`config.mk`:
```
export PLATFORM = sky130hd
export DESIGN_NAME = alu_arbiter
export DESIGN_NICKNAME = d
export VERILOG_FILES = /design/src/rtl/alu_arbiter.sv
export SDC_FILE = /design/constraint.sdc
export NUM_CORES = 1
export LEC_CHECK = 0
export ABC_AREA = 1
export ABC_CLOCK_PERIOD_IN_PS = 2420
export BUFFER_PORTS_ARGS = -buffer_cell sky130_fd_sc_hd__buf_2
export CAP_MARGIN = 10
export CORE_MARGIN = 2
export CORE_UTILIZATION = 25
export CTS_CLUSTER_DIAMETER = 40
export DETAILED_ROUTE_END_ITERATION = 6
export PLACE_DENSITY = 0.56
export SKIP_LAST_GASP = 1
export SYNTH_ARGS = -nofsm -noshare
export SYNTH_HDL_FRONTEND = slang
export SYNTH_SLANG_ARGS = --single-unit
export TNS_END_PERCENT = 1
```
`constraint.sdc`:
```
create_clock -name alu_clk -period 2.42 [get_ports alu_clk]
set_clock_uncertainty 0.2 [all_clocks]
set_input_delay 0.484 -clock alu_clk [delete_from_list [all_inputs] [get_ports alu_clk]]
set_output_delay 0.484 -clock alu_clk [all_outputs]
set_load 0.005 [all_outputs]
```
`src/rtl/alu_arbiter.sv`:
```
// alu_arbiter: shares one ALU between requesters A and B (round-robin, or fixed A priority with ALU_ARB_FIXED_PRIO_EN)
module alu_arbiter #(
  parameter int DW  = 8,
  parameter int OPW = 2
) (
  input  logic           alu_clk,
  input  logic           alu_rst_n,
  input  logic           a_valid,
  output logic           a_ready,
  input  logic [OPW-1:0] a_op,
  input  logic [DW-1:0]  a_in_a,
  input  logic [DW-1:0]  a_in_b,
  output logic           a_rsp_valid,
  output logic [DW-1:0]  a_rsp_data,
  output logic           a_rsp_irq,
  input  logic           b_valid,
  output logic           b_ready,
  input  logic [OPW-1:0] b_op,
  input  logic [DW-1:0]  b_in_a,
  input  logic [DW-1:0]  b_in_b,
  output logic           b_rsp_valid,
  output logic [DW-1:0]  b_rsp_data,
  output logic           b_rsp_irq,
  output logic           alu_enable,
  output logic           alu_enable_a,
  output logic           alu_enable_b,
  output logic [OPW-1:0] alu_op_a,
  output logic [OPW-1:0] alu_op_b,
  output logic [DW-1:0]  alu_in_a,
  output logic [DW-1:0]  alu_in_b,
  output logic           alu_irq_clr,
  input  logic [DW-1:0]  alu_out,
  input  logic           alu_irq,
  output logic           busy
);
  typedef enum logic [1:0] {IDLE, EXEC, CAPT, CLR} state_t;
  state_t state, state_nxt;
  logic last_b, gnt_a, gnt_b;
  // combinational arbitration; last_b doubles as the owner of the op in flight
  always_comb begin
`ifdef ALU_ARB_FIXED_PRIO_EN
    gnt_a = state == IDLE && a_valid;
`else
    gnt_a = state == IDLE && a_valid && (!b_valid || last_b);
`endif
    gnt_b = state == IDLE && b_valid && !gnt_a;
  end
  assign a_ready = gnt_a && alu_rst_n;
  assign b_ready = gnt_b && alu_rst_n;
  assign busy    = state != IDLE;
  // next-state: one op takes EXEC then CAPT, plus CLR when the ALU raised irq
  always_comb begin
    state_nxt = state;
    case (state)
      IDLE:    state_nxt = (gnt_a || gnt_b) ? EXEC : IDLE;
      EXEC:    state_nxt = CAPT;
      CAPT:    state_nxt = alu_irq ? CLR : IDLE;
      default: state_nxt = IDLE;
    endcase
  end
  // state register
  always_ff @(posedge alu_clk or negedge alu_rst_n)
    if (!alu_rst_n) state <= IDLE;
    else state <= state_nxt;
  // registered ALU-side pins and responses
  always_ff @(posedge alu_clk or negedge alu_rst_n) begin
    if (!alu_rst_n) begin
      last_b       <= 1'b1;
      alu_enable   <= 1'b0;
      alu_enable_a <= 1'b0;
      alu_enable_b <= 1'b0;
      alu_op_a     <= '0;
      alu_op_b     <= '0;
      alu_in_a     <= '0;
      alu_in_b     <= '0;
      alu_irq_clr  <= 1'b0;
      a_rsp_valid  <= 1'b0;
      a_rsp_data   <= '0;
      a_rsp_irq    <= 1'b0;
      b_rsp_valid  <= 1'b0;
      b_rsp_data   <= '0;
      b_rsp_irq    <= 1'b0;
    end else begin
      alu_enable   <= gnt_a || gnt_b;
      alu_enable_a <= gnt_a;
      alu_enable_b <= gnt_b;
      if (gnt_a || gnt_b) begin
        alu_in_a <= gnt_b ? b_in_a : a_in_a;
        alu_in_b <= gnt_b ? b_in_b : a_in_b;
        last_b   <= gnt_b;
      end
      if (gnt_a) alu_op_a <= a_op;
      if (gnt_b) alu_op_b <= b_op;
      a_rsp_valid <= state == CAPT && !last_b;
      b_rsp_valid <= state == CAPT && last_b;
      if (state == CAPT && !last_b) begin
        a_rsp_data <= alu_out;
        a_rsp_irq  <= alu_irq;
      end
      if (state == CAPT && last_b) begin
        b_rsp_data <= alu_out;
        b_rsp_irq  <= alu_irq;
      end
      alu_irq_clr <= state == CAPT && alu_irq;
    end
  end
endmodule

```
# Word level (Yosys, flattened, before mapping)
# Index checks and enable logic that the tools add are counted.
dict set report word_totals {
  reg_bits 47
  output_inout_bits 47
}
dict set report classes {
  eq_ne 2
  muxes 5
  reduce_logical 16
}
# cell count
set ops {}
lappend ops {{8-bit two-way mux} 2}
lappend ops {{1-bit logical AND} 9}
lappend ops {{2-bit one-hot mux with 3 select lines} 1}
lappend ops {{1-bit logical NOT} 3}
lappend ops {{2-bit by 1-bit equality test with 1-bit output, second input constant} 1}
lappend ops {{2-bit equality test, second input constant} 1}
lappend ops {{2-bit logical NOT} 1}
lappend ops {{1-bit logical OR} 2}
lappend ops {{2-bit two-way mux} 1}
lappend ops {{2-bit nonzero test} 1}
lappend ops {{1-bit two-way mux} 1}

# Logic depth before layout (Yosys ltp)
# Gate-level depths: netlist of run 1.
dict set report depth {
  ltp_word 8
  depth_mapped 8
  ltp_nobuf 7
}

# Worst setup path before layout of run 1
# Ideal clock, no wire load.
dict set report synth_path {
  path_type {flip-flop to output port}
  from {register last_b}
  to {output a_ready}
  t_arrival_ps 1074
  required_ps 1736
  slack_ps 662
  stages_incl_launch_ff 6
  n_path_buf 1
  path_cell_list {dfstp_2 -> inv_2 -> nand2_1 -> nand3_2 -> buf_2 -> nor2_1}
}
dict set report synth_between {
  elab_chain_len 3
}
# item line_no
set synth_rtl {}
lappend synth_rtl {{start: declaration} 38} ;# logic last_b, gnt_a, gnt_b;
lappend synth_rtl {{start signal: assignment} 90} ;# last_b <= gnt_b;
lappend synth_rtl {{1-bit logical OR} 44} ;# gnt_a = state == IDLE && a_valid && (!b_valid || last_b);
lappend synth_rtl {{1-bit logical AND} 44}
lappend synth_rtl {{1-bit logical AND} 48} ;# assign a_ready = gnt_a && alu_rst_n;
lappend synth_rtl {{end: declaration} 9} ;# output logic a_ready,
# No other way between the ends.

# Worst setup path after layout of run 1
# Same ends and word-level chain as after synthesis.

==> flow_metrics.py, run 1 <==
metrics = {
    "timing": {
        "rsz0062_at_grt": "no",
        "slew_viol_final": 0,
        "hold_viol_final": 0,
        "setup_tns_ns": 0,
        "relSlewSlack_pct": 60.6,
        "fin_crit_ns": 2.07,
        "setup_viol": 0,
        "tightest_slew_ns": 0.592,
        "hold-worst-slack_ns": 0.0892,
        "timing.final.crit_share_pct": 85.4,
        "max_freq_mhz": 484,
    },
    "synthesis": {
        "synth_edf_count": 0,
        "ys_top_cells_by_count": "nand2_1 (65), nand3_1 (49), inv_1 (48)",
        "synth_compound_area_share_pct": 4.73,
        "ys.flop_type": "dfrtp_1",
        "syn_area_um2": 2120,
        "yosys-top-cells-area": "dfrtp_1 (54%), nand3_1 (12%), nand2_1 (12%), inv_1 (8.5%), o21ai_0 (4.7%)",
        "yosys.area_share.adder_pct": 0,
        "yosys.area.top_type": "dfrtp_1",
        "yosysWarnings": 0,
        "synth_top_area_share_pct": 54.3,
        "synth_xor_area_share_pct": 0,
        "ys_seq_area_share_pct": 55.6,
        "yosys.area_share.simple_pct": 27.5,
        "async_flop_share_pct": 100,
        "synth.area.mux_share_pct": 0,
        "yosysMostFrequentCell": "nand2_1",
        "syn_nets": 304,
        "syn_inst": 255,
        "synth_top_family_by_area": "simple AND/OR/NAND/NOR gates",
        "synth_cell_types": 17,
        "ys_seq_elements": 47,
        "avgSynthCellArea_um2": 8.31,
    },
    "setup_path": {
        "path_class": "flop to output port",
        "arrival_ns": 1.38,
        "slowest_delay_ns": 0.56,
        "startpoint_type": "flop",
        "worstPathCellList": "inv_2, nand2_1, nand3_2, nor2_1, buf_2",
        "crit_path_max_fanout": 3,
        "r2r_end": "alu_in_b[4]",
        "ff2ff_path_depth": 8,
        "reg2reg_slack_ns": 0.66,
        "reg2reg_from": "state[1]",
        "required_ns": 1.74,
        "startpoint": "last_b",
        "critPathTopFamily": "flip-flops",
        "path_buf_inv": 2,
        "endpoint": "a_ready",
        "worstSetupPathDepth": 5,
        "cp_slowest_cell": "dfstp_2",
        "cp-end-kind": "output port",
    },
    "routing": {
        "drtIter0Drc": 52,
        "met1_length_um": 2670,
        "wl_met3_um": 400,
        "vias": 1938,
        "firstDrtPassIters": 4,
        "ant_nets": 0,
        "avgViaCountPerCell": 4.23,
        "drcViolationCount": 0,
        "routedWlPerCell_um": 12.1,
        "routed_wl_um": 5540,
        "routed.top_layer": "met4",
        "wl_met2_um": 2460,
    },
    "cts": {
        "hold_buffers": 0,
        "ctsHtreeMaxLevel": 2,
        "clock-sinks": 47,
        "cts_buffer_depth": 2,
        "cts_resized": 0,
        "clk_pin_slew_ns": 0.09,
        "cts_setup_buffers": 0,
        "clkLatencyLatePin_ns": 0.29,
        "tritoncts": "built",
        "cts-root-buf": "clkbuf_8",
        "cts_buffers": 5,
    },
    "power": {
        "p_leak_nw": 1.70,
        "power_mw": 3.14,
        "power_density_nw_per_um2": 1120,
        "ir_drop_uv": 298,
    },
    "status": {
        "run_status": "complete, no violations",
    },
    "layout": {
        "fin_util_pct": 34.0,
        "design_area_um2": 2790,
        "num_antenna_cells": 0,
        "layout-drive-gt1-share_pct": 34.0,
        "fin_nets": 401,
        "areaGrowthSynthToFinish_pct": 31.8,
    },
    "die": {
        "die_y_um": 96.1,
        "fp.dieW_um": 96.1,
        "core_area_um2": 8220,
        "initial_utilization_pct": 25.8,
        "ios": 96,
        "die-area_um2": 9230,
        "row_count": 33,
    },
    "global_route": {
        "grt_overflow_total": 0,
        "grt_pass1_wl_um": 8690,
        "antenna_found_initial": 0,
        "gr-usage-all-layers_pct": 12.3,
        "grt_pass1_vias": 1769,
        "grt_max_degree": 48,
    },
    "min_path": {
        "hold_class": "primary input to async pin",
    },
    "placed_design": {
        "io_buffers": 95,
        "place.gp.congestion": 0.730,
        "hpwlAfterDp_um": 4030,
        "dpl_cell_area_um2": 2710,
    },
    "flow_run": {
        "max_cap_viol_count": 0,
    },
}
registers in the layout, summed over array words and instances (netlist names):
| name | count |
|---|---|
| a_rsp_data | 8 |
| alu_in_a | 8 |
| alu_in_b | 8 |
| b_rsp_data | 8 |
| alu_op_a | 2 |
| alu_op_b | 2 |
| state | 2 |
| a_rsp_irq | 1 |
| a_rsp_valid | 1 |
| alu_enable | 1 |
| alu_enable_a | 1 |
| alu_enable_b | 1 |
| alu_irq_clr | 1 |
| b_rsp_irq | 1 |
| b_rsp_valid | 1 |
| last_b | 1 |
routing by layer:
metal  global-route usage [%]  vias to the layer above
met1                     16.9                      891
met3                     3.29                        2
met5                        0                        -
met2                     19.2                       74
li1                         -                      971
met4                     2.86                        0
where the power goes:
| part | internal [mW] | switching (mW) |
|---|---|---|
| logic | 0.550 | 0.763 |
| clock network | 0.202 | 0.261 |
| registers | 1.16 | 0.198 |
| total | 1.92 | 1.22 |
cells in the final DEF (no fill, tap or decap), drive strengths merged:
cell / instances
buf: 100
clkbuf: 6
clkinv: 1
clkinvlp: 1
dfrtp: 46
dfstp: 1
inv: 53
nand2: 68
nand3: 52
nor2: 5
o21ai: 20
how the worst min path moves through the flow:
stage,start,to,slack [ns],cells after the start
6_report,alu_rst_n,alu_op_a[1],0.09,2
5_1_grt,alu_rst_n,alu_op_a[1],0.15,2
4_1_cts,alu_rst_n,alu_op_a[1],0.11,2
3_5_place_dp,alu_op_b[0],alu_op_b[0],0.27,2
3_3_place_gp,alu_op_a[0],alu_op_a[0],0.26,2
2_1_floorplan,alu_rst_n,a_rsp_data[0],-0.01,0
logic make-up (layout without fill, tap and decap cells):
| kind of cell | after synthesis | in the layout |
|---|---|---|
| and+or+nand+nor | 125 | 125 |
| AOI/OAI and AO/OA | 20 | 20 |
| buffers and inverters | 63 | 161 |
| DFF | 47 | 47 |
layout make-up:
type,count,area (um^2)
Fill cell,896,5430
Clock inverter,2,12.5
Sequential cell,47,1180
Clock buffer,6,72.6
Timing Repair Buffer,100,513
Tap cell,105,131
Multi-Input combinational cell,145,683
Inverter,53,201
through the flow:
stage          instances  setup slack (ns)
2_1_floorplan        255             0.662
3_3_place_gp         450             0.531
3_5_place_dp         450             0.535
4_1_cts              458             0.328
5_1_grt              458             0.260
6_report             458             0.352
No activity file was read; power rests on OpenSTA's default activity.
==> run 2: changes to the inputs <==
--- a/config.mk
+++ b/config.mk
@@ -13,7 +13,7 @@
 export CORE_UTILIZATION = 25
 export CTS_CLUSTER_DIAMETER = 40
 export DETAILED_ROUTE_END_ITERATION = 6
-export PLACE_DENSITY = 0.56
+export PLACE_DENSITY = 0.6
 export SKIP_LAST_GASP = 1
 export SYNTH_ARGS = -nofsm -noshare
 export SYNTH_HDL_FRONTEND = slang
==> constraint.sdc (replaced) <==
create_clock -name alu_clk -period 2.42 [get_ports alu_clk]
set_clock_uncertainty 0.2 [all_clocks]
set_input_delay 0.363 -clock alu_clk [delete_from_list [all_inputs] [get_ports alu_clk]]
set_output_delay 0.363 -clock alu_clk [all_outputs]
set_load 0.005 [all_outputs]
==> run 2 against run 1 <==
Worst setup slack worse by 0.10 ns. Largest power group unchanged. Clock power about the same. Highest routed layer unchanged. Register-to-register slack worse by 0.13 ns.
==> flow_metrics.py, run 2 (same netlist as run 1, synthesis figures left out) <==
metrics = {
    "global_route": {
        "grt_max_degree": 48,
        "grt_pass1_vias": 1833,
        "grt_pass1_wl_um": 8800,
        "antenna_found_initial": 0,
        "gr-usage-all-layers_pct": 12.4,
        "grt_overflow_total": 0,
    },
    "cts": {
        "clkLatencyLatePin_ns": 0.29,
        "clk_pin_slew_ns": 0.09,
        "cts_buffers": 5,
        "ctsHtreeMaxLevel": 2,
        "cts-root-buf": "clkbuf_8",
        "cts_resized": 0,
        "clock-sinks": 47,
        "tritoncts": "built",
        "cts_buffer_depth": 2,
    },
    "setup_path": {
        "slowest_delay_ns": 0.56,
        "cp_slowest_cell": "dfstp_2",
        "required_ns": 1.86,
        "arrival_ns": 1.61,
        "crit_path_max_fanout": 17,
        "cp-end-kind": "output port",
        "startpoint_type": "flop",
        "cpMostUsedCell": "nand2_1",
        "worstPathCellList": "inv_2, nand2_1, nand2_2, nand2_1, nor2_1, buf_2",
        "path_class": "flop to output port",
    },
    "die": {
        "ios": 96,
        "fp.dieW_um": 96.1,
        "die-area_um2": 9230,
        "initial_utilization_pct": 25.8,
        "core_area_um2": 8220,
        "row_count": 33,
        "die_y_um": 96.1,
    },
    "placed_design": {
        "hpwlAfterDp_um": 3990,
        "io_buffers": 95,
        "dp_cells": 448,
        "place.gp.congestion": 0.768,
    },
    "routing": {
        "routed_wl_um": 5490,
        "routedWlPerCell_um": 12.0,
        "ant_nets": 0,
        "vias": 1927,
        "drcViolationCount": 0,
        "avgViaCountPerCell": 4.22,
        "drtIter0Drc": 67,
        "firstDrtPassIters": 5,
    },
    "timing": {
        "tightest_slew_ns": 0.607,
        "timing.final.crit_share_pct": 89.6,
        "slew_viol_final": 0,
        "setup_viol": 0,
        "setup_tns_ns": 0,
        "fin_crit_ns": 2.17,
        "relSlewSlack_pct": 59.5,
        "max_freq_mhz": 461,
        "hold-worst-slack_ns": 0.0620,
        "rsz0062_at_grt": "no",
        "hold_viol_final": 0,
    },
    "power": {
        "p_comb_share_pct": 41.3,
        "switchingPower_mw": 1.21,
        "power_density_nw_per_um2": 1120,
        "ir_drop_uv": 364,
        "p_leak_nw": 1.69,
        "pwr-share-clk_pct": 14.9,
        "p_sw_share_pct": 38.8,
        "p_int_mw": 1.91,
        "p_seq_share_pct": 43.8,
    },
    "layout": {
        "fin_nets": 400,
        "layout-drive-gt1-share_pct": 33.5,
        "mostFrequentLayoutCells": "buf_2 (95), nand2_1 (65), nand3_1 (49), inv_1 (48), dfrtp_1 (46)",
        "fin_cells": 457,
        "final_common_cell": "buf_2",
        "num_antenna_cells": 0,
        "areaGrowthSynthToFinish_pct": 31.5,
        "fillCellCount": 878,
    },
    "flow_run": {
        "max_cap_viol_count": 0,
    },
    "min_path": {
        "hold_class": "primary input to flop",
    },
    "status": {
        "run_status": "complete, no violations",
    },
}
-- run 2: changes by cell type in the layout (fill, tap and decap cells not counted) --
cell	before	now
buf_4	5	3
dlygate4sd3_1	0	1
-- run 2: area by class of cell --
| cell class | count | area [um^2] | area share, % |
|---|---|---|---|
| flip-flops and latches | 47 | 1180 | 42.3 |
| multi-input cells | 145 | 683 | 24.5 |
| repair buffers | 99 | 508 | 18.2 |
| inverters | 53 | 201 | 7.23 |
| well taps | 105 | 131 | 4.71 |
| clock buffers | 6 | 72.6 | 2.60 |
| clock inverters | 2 | 12.5 | 0.449 |
-- run 2: critical path, delay by kind of cell, from the launching register on --
kind	cells	cell delay (ns)
buffers and inverters	2	0.18
DFF	1	0.56
and+or+nand+nor	4	0.57
-- run 2: what timing repair did --
item,CTS,global route
endpoints found under the hold margin,28,0
hold buffers,1,0
buffers inserted,0,0
-- run 2: final timing paths --
| path | from | endpoint | slack, ns | cells after the start |
|---|---|---|---|---|
| setup / recovery | last_b | b_ready | 0.25 | 6 |
| hold / removal | b_op[1] | alu_op_b[1] | 0.06 | 3 |
| setup reg to reg | last_b | alu_in_b[1] | 0.53 | 8 |
| hold reg to reg | alu_op_a[0] | alu_op_a[0] | 0.29 | 2 |
| max in group asynchronous | alu_rst_n | alu_irq_clr | 1.09 | 3 |
| min in group asynchronous | alu_rst_n | alu_in_b[5] | 0.50 | 3 |
-- run 2: stage by stage --
| step | worst slack (ns) | cell area [um^2] | total power, mW | util, % |
|---|---|---|---|---|
| after floorplan | 0.783 | 2120 | 2.11 | - |
| after global routing | 0.0949 | 2790 | 3.44 | 33.9 |
| after CTS | 0.221 | 2790 | 3.19 | 33.9 |
| final | 0.251 | 2790 | 3.12 | 33.9 |
| after detailed placement | 0.523 | 2690 | 2.70 | 32.8 |
| after global placement | 0.583 | 2690 | 2.66 | 32.8 |
-- run 2: power by group through the flow --
stage	clock network [mW]	registers, mW	logic, mW
floorplan	0	1.40	0.715
global placement	0	1.37	1.29
detailed placement	0	1.38	1.32
CTS	0.492	1.37	1.32
global route	0.524	1.41	1.51
finish	0.465	1.36	1.29
-- run 2: per-layer routing --
metal  routed length (um)  global-route usage, %  part of all wire [%]  vias to the layer above
met3                  479                   4.15                   8.7                        4
met4                   36                   3.69                  0.66                        0
met2                 2550                   20.6                    46                       83
li1                     -                      -                     -                      975
met1                 2430                   15.2                    44                      865
met5                    0                      0                     0                        -
